## src/rtl/mem_access_unit.sv

```systemverilog
`default_nettype none
// ============================================================================
//  Module  : mem_access_unit
//  Brief   : Memory-stage bus master. Runs one valid/ready + rvalid data access
//            per instruction and stalls the pipeline until the access ends.
//  Rev     : 1.0  initial release
// ============================================================================
module mem_access_unit #(
  parameter int TIMEOUT = 64,
  parameter int CNT_W   = 7
) (
  input  logic        clk_i,
  input  logic        rst_n_i,
  input  logic        MemEn_i,
  input  logic        MemRW_i,
  input  logic [2:0]  funct3_i,
  input  logic [31:0] alu_i,
  input  logic [31:0] RegDataB_i,
  output logic        stall_o,
  output logic        bus_valid_o,
  input  logic        bus_ready_i,
  output logic [31:0] bus_addr_o,
  output logic        bus_we_o,
  output logic [3:0]  bus_wstrb_o,
  output logic [31:0] bus_wdata_o,
  input  logic        bus_rvalid_i,
  input  logic [31:0] bus_rdata_i,
  output logic [31:0] load_data_o,
  output logic        done_o,
  output logic        err_o,
  output logic [1:0]  err_code_o
);

  localparam logic [1:0] S_IDLE = 2'd0;
  localparam logic [1:0] S_REQ  = 2'd1;
  localparam logic [1:0] S_WAIT = 2'd2;
  localparam logic [1:0] S_DONE = 2'd3;

  localparam logic [CNT_W-1:0] TO_LAST = CNT_W'(TIMEOUT - 1);

  localparam logic [1:0] CODE_OK   = 2'b00;
  localparam logic [1:0] CODE_MIS  = 2'b01;
  localparam logic [1:0] CODE_TOUT = 2'b10;

  logic [1:0]       state_q, state_d;
  logic [31:0]      addr_q, addr_d;
  logic             we_q, we_d;
  logic [3:0]       wstrb_q, wstrb_d;
  logic [31:0]      wdata_q, wdata_d;
  logic [1:0]       off_q, off_d;
  logic [2:0]       f3_q, f3_d;
  logic             valid_q, valid_d;
  logic [31:0]      ld_q, ld_d;
  logic             done_q, done_d;
  logic             err_q, err_d;
  logic [1:0]       code_q, code_d;
  logic [CNT_W-1:0] cnt_q, cnt_d;

  logic        mis_w;
  logic        legal_w;
  logic [3:0]  strb_w;
  logic [31:0] shdata_w;
  logic [31:0] rshift_w;
  logic [31:0] ldext_w;
  logic        rsp_w;
  logic        tout_w;

  // Request decode on the live EX/MEM inputs, only consumed in IDLE
  always_comb begin
    legal_w = (funct3_i == 3'b000) || (funct3_i == 3'b001) || (funct3_i == 3'b010) ||
              (funct3_i == 3'b100) || (funct3_i == 3'b101);
    mis_w   = !legal_w ||
              ((funct3_i[1:0] == 2'b01) && alu_i[0]) ||
              ((funct3_i[1:0] == 2'b10) && (alu_i[1:0] != 2'b00));
    case (funct3_i[1:0])
      2'b00:   strb_w = 4'b0001 << alu_i[1:0];
      2'b01:   strb_w = 4'b0011 << alu_i[1:0];
      default: strb_w = 4'b1111;
    endcase
    shdata_w = RegDataB_i << {alu_i[1:0], 3'b000};
  end

  always_comb begin
    rshift_w = bus_rdata_i >> {off_q, 3'b000};
    case (f3_q)
      3'b000:  ldext_w = {{24{rshift_w[7]}}, rshift_w[7:0]};
      3'b001:  ldext_w = {{16{rshift_w[15]}}, rshift_w[15:0]};
      3'b100:  ldext_w = {24'd0, rshift_w[7:0]};
      3'b101:  ldext_w = {16'd0, rshift_w[15:0]};
      default: ldext_w = rshift_w;
    endcase
  end

  // A response wins over a timeout landing in the same cycle
  assign rsp_w  = ((state_q == S_REQ) && bus_ready_i && bus_rvalid_i) ||
                  ((state_q == S_WAIT) && bus_rvalid_i);
  assign tout_w = ((state_q == S_REQ) || (state_q == S_WAIT)) &&
                  (cnt_q >= TO_LAST) && !rsp_w;

  always_ff @(posedge clk_i or negedge rst_n_i) begin
    if (!rst_n_i) begin
      state_q <= S_IDLE;
    end else begin
      state_q <= state_d;
    end
  end

  always_comb begin
    state_d = state_q;
    case (state_q)
      S_IDLE: begin
        if (MemEn_i) begin
          state_d = mis_w ? S_DONE : S_REQ;
        end
      end
      S_REQ: begin
        if (rsp_w || tout_w) begin
          state_d = S_DONE;
        end else if (bus_ready_i) begin
          state_d = S_WAIT;
        end
      end
      S_WAIT: begin
        if (rsp_w || tout_w) begin
          state_d = S_DONE;
        end
      end
      default: state_d = S_IDLE;
    endcase
  end

  always_comb begin
    stall_o = ((state_q == S_IDLE) && MemEn_i) || (state_q == S_REQ) || (state_q == S_WAIT);

    addr_d  = addr_q;
    we_d    = we_q;
    wstrb_d = wstrb_q;
    wdata_d = wdata_q;
    off_d   = off_q;
    f3_d    = f3_q;
    valid_d = valid_q;
    ld_d    = ld_q;
    done_d  = 1'b0;
    err_d   = err_q;
    code_d  = code_q;
    cnt_d   = cnt_q;

    case (state_q)
      S_IDLE: begin
        if (MemEn_i && mis_w) begin
          done_d = 1'b1;
          err_d  = 1'b1;
          code_d = CODE_MIS;
          ld_d   = 32'd0;
        end else if (MemEn_i) begin
          addr_d  = {alu_i[31:2], 2'b00};
          we_d    = MemRW_i;
          wstrb_d = MemRW_i ? strb_w : 4'b0000;
          wdata_d = shdata_w;
          off_d   = alu_i[1:0];
          f3_d    = funct3_i;
          valid_d = 1'b1;
          cnt_d   = '0;
        end
      end
      S_REQ, S_WAIT: begin
        cnt_d = cnt_q + CNT_W'(1);
        if (bus_ready_i) begin
          valid_d = 1'b0;
        end
        if (rsp_w) begin
          valid_d = 1'b0;
          done_d  = 1'b1;
          err_d   = 1'b0;
          code_d  = CODE_OK;
          ld_d    = we_q ? 32'd0 : ldext_w;
        end else if (tout_w) begin
          valid_d = 1'b0;
          done_d  = 1'b1;
          err_d   = 1'b1;
          code_d  = CODE_TOUT;
          ld_d    = 32'd0;
        end
      end
      default: begin
        err_d  = 1'b0;
        code_d = CODE_OK;
        cnt_d  = '0;
      end
    endcase
  end

  always_ff @(posedge clk_i or negedge rst_n_i) begin
    if (!rst_n_i) begin
      addr_q  <= 32'd0;
      we_q    <= 1'b0;
      wstrb_q <= 4'b0000;
      wdata_q <= 32'd0;
      off_q   <= 2'b00;
      f3_q    <= 3'b000;
      valid_q <= 1'b0;
      ld_q    <= 32'd0;
      done_q  <= 1'b0;
      err_q   <= 1'b0;
      code_q  <= CODE_OK;
      cnt_q   <= '0;
    end else begin
      addr_q  <= addr_d;
      we_q    <= we_d;
      wstrb_q <= wstrb_d;
      wdata_q <= wdata_d;
      off_q   <= off_d;
      f3_q    <= f3_d;
      valid_q <= valid_d;
      ld_q    <= ld_d;
      done_q  <= done_d;
      err_q   <= err_d;
      code_q  <= code_d;
      cnt_q   <= cnt_d;
    end
  end

  assign bus_valid_o = valid_q;
  assign bus_addr_o  = addr_q;
  assign bus_we_o    = we_q;
  assign bus_wstrb_o = wstrb_q;
  assign bus_wdata_o = wdata_q;
  assign load_data_o = ld_q;
  assign done_o      = done_q;
  assign err_o       = err_q;
  assign err_code_o  = code_q;

endmodule
`default_nettype wire

```

## config.mk

```make
export PLATFORM = sky130hd
export DESIGN_NAME = mem_access_unit
export DESIGN_NICKNAME = d
export VERILOG_FILES = /design/src/rtl/mem_access_unit.sv
export SDC_FILE = /design/constraint.sdc
export NUM_CORES = 1
export LEC_CHECK = 0
export ABC_AREA = 1
export BUFFER_PORTS_ARGS = -buffer_cell sky130_fd_sc_hd__clkbuf_2
export CAP_MARGIN = 40
export CORE_ASPECT_RATIO = 0.9
export CORE_MARGIN = 3
export CORE_UTILIZATION = 35
export CTS_CLUSTER_SIZE = 25
export DETAILED_ROUTE_END_ITERATION = 10
export PLACE_DENSITY_LB_ADDON = 0.12
export SETUP_SLACK_MARGIN = 0.5
export SYNTH_ARGS = -nofsm -noshare
export SYNTH_HDL_FRONTEND = slang
export SYNTH_SLANG_ARGS = --single-unit
```

## constraint.sdc

```tcl
create_clock -name clk_i -period 5.1 [get_ports clk_i]
set_input_delay 1.02 -clock clk_i [delete_from_list [all_inputs] [get_ports clk_i]]
set_output_delay 1.02 -clock clk_i [all_outputs]
set_load 0.005 [all_outputs]
```

==> results_dict.tcl <==
set metrics [dict create \
    cts_root_buffer "clkbuf_16" \
    ir_drop_uv 326 \
    first_global_vias 5592 \
    crit_fanout 46 \
    wl_um 18200 \
    grt-ovfl-total 0 \
    routabilityCongestion 0.834 \
    die_area_um2 19400 \
    start_util_pct 36.2 \
    grt_max_degree 56 \
    clock_sinks 118 \
    mostFrequentLayoutCell "nand2_1" \
    startpoint "alu_i[1]" \
    final_max_slew_viol_count 0 \
    min_period_over_period_pct 58.9 \
    antenna_found_initial 1 \
    rsz0062_at_grt "false" \
    fin_worst_skew_ns 0.0101 \
    synth_seq_area_share_pct 47.6 \
    cap_violations 0 \
    cts_made_buffers 17 \
    setup_viol 0 \
    die_x_um 146 \
    cts_resized 0 \
    post_cts_buffers 0 \
    vias_per_cell 4.68 \
    tightest_slew_ns 0.700 \
    initialDrtViolationCount 398 \
    vias 5722 \
    fmax_ghz 0.333 \
    wl_per_cell_um 14.9 \
    grt_pass1_wl_um 30100 \
    cp.required_ns 5.44 \
    crit_type "input port to flip-flop" \
    outcome "completed" \
    final_cell_mix "nand2_1, clkbuf_2, dfrtp_1" \
    cts_max_path_buffers 2 \
    hp-class "flip-flop to flip-flop" \
    num_rows 45 \
    portBuffers 209 \
    fillerInstances 1800 \
    area_growth_pct 28.9 \
    drcViolationCount 0 \
    dp_cells 1191 \
    tritoncts "built" \
    hold_viol 0 \
    synth_area_um2 6200 \
    diodes 0 \
    hold_path_depth 2 \
    syn_inst 788 \
    r2r-start "state_q[0]" \
    finalNetCount 1085 \
    dr.pass1.iters 5 \
    critPathLaunchType "input port" \
    synth_cell_types 34 \
    syn_avg_cell_area_um2 7.87 \
    ys_warn_count 0 \
    ys_seq_elements 118 \
    p_leak_nw 4.21 \
    ant_nets 0 \
    htreeDepth 4 \
    final-instance-count-excl-fill 1223 \
    worst-endpoint-arrival_ns 3.34 \
    slew_headroom_pct 53.3 \
    die_h_um 132 \
    clk_latency_ns 0.43 \
    drive_gt1_share_pct 30.9 \
    r2r_cells 8 \
    powerDensity_nw_per_um2 589 \
    fin_setup_tns_ns 0 \
    postCtsHoldBufs 0 \
    fin_util_pct 46.7 \
    finalCriticalPeriod_ns 3.00 \
    min-delay-start "bus_addr_o[13]" \
    io_pins 212 \
    dp_hpwl_um 13600 \
    clk_pin_slew_ns 0.06 \
    crit_path_end_kind "flip-flop" \
    grt_usage_pct 19.4 \
    core-area_um2 17100 \
]
sequential cells by signal, indices dropped and copies added (netlist names), 3 cells and up:
name	cells
bus_wdata_o	32
load_data_o	32
f3_q	3
bus_addr_o	30
bus_wstrb_o	4
cnt_q	7
path summary, 6_finish.rpt:
check                           slack (ns)         endpoint
worst max register to register        2.48   bus_wstrb_o[3]
min in group asynchronous             0.49  load_data_o[19]
worst min register to register        0.48   bus_addr_o[13]
worst min-delay path                  0.48   bus_addr_o[13]
max in group asynchronous             3.64   load_data_o[2]
worst max-delay path                  2.10   bus_wstrb_o[3]
logic make-up after synthesis:
group	share of synthesized area, %
compound gates	13.2
xor+xnor	0.141
fa+ha+maj	1.01
buf+inv	7.20
flops	47.6
mux	1.29
other cells	0.0605
simple gates	29.5
synthesized netlist by cell type:
cell	instances	area share (%)
buf_4	5	0.61
nand3_4	2	0.56
buf_1	4	0.24
mux2i_1	8	1.3
buf_2	19	1.5
inv_1	31	1.9
nand4_1	2	0.20
nor2_2	3	0.30
nand3_1	73	5.9
buf_8	2	0.48
o41ai_2	1	0.26
nor2_1	9	0.54
nand3b_4	1	0.32
clkinv_1	1	0.060
nor3_2	1	0.16
o21ai_1	6	0.48
nor3_1	1	0.081
o31ai_1	11	1.3
ha_1	5	1.0
o21ai_2	24	3.4
conb_1	1	0.060
a21oi_1	15	1.2
o21ai_0	79	6.4
nand3_2	1	0.16
xor2_1	1	0.14
buf_12	2	0.65
dfrtp_1	118	48
a211oi_1	1	0.12
nand2_1	320	19
clkbuf_1	16	0.97
inv_2	4	0.24
nand4_2	1	0.20
nand2_2	17	1.7
buf_6	3	0.54
critical path: stages:
cell      delay, ns
clkbuf_2       0.39
nor2_2         0.22
nand3_1        0.10
nand2_2        0.10
nand3_4        0.34
inv_2          0.68
nand2_1        0.24
o21ai_0        0.21
where the power goes:
group | internal, W | switching [W]
combinational | 0.000751 | 0.00121
sequential | 0.00130 | 0.000258
clock | 0.000692 | 0.000500
per-layer routing:
layer | track usage [%] | share of wire (%)
met1 | 27.1 | 48
met2 | 29.1 | 45
met4 | 5.49 | 1.2
met5 | 0 | 0.071
met3 | 6.26 | 6.4
metrics by stage:
stage | area (µm²) | hold WS (ns) | setup WS [ns] | total power (W)
3_5_place_dp | 7410 | 0.464 | 1.62 | 0.00356
5_1_grt | 8000 | 0.487 | 1.70 | 0.00511
3_3_place_gp | 7270 | 0.464 | 1.62 | 0.00344
6_report | 8000 | 0.479 | 2.10 | 0.00471
2_1_floorplan | 6210 | 0.452 | 2.93 | 0.00289
4_1_cts | 8000 | 0.477 | 2.07 | 0.00478
cell type report:
type                            instances  area (µm²)  share of cell area (%)
Sequential cell                       118        2950                    36.9
Multi-Input combinational cell        584        2820                    35.3
Timing Repair Buffer                  218        1210                    15.1
Clock buffer                           17         425                    5.32
Tap cell                              235         294                    3.68
Clock inverter                         15         156                    1.96
Inverter                               36         135                    1.69
Note: power is estimated with default switching activity, not from simulation.
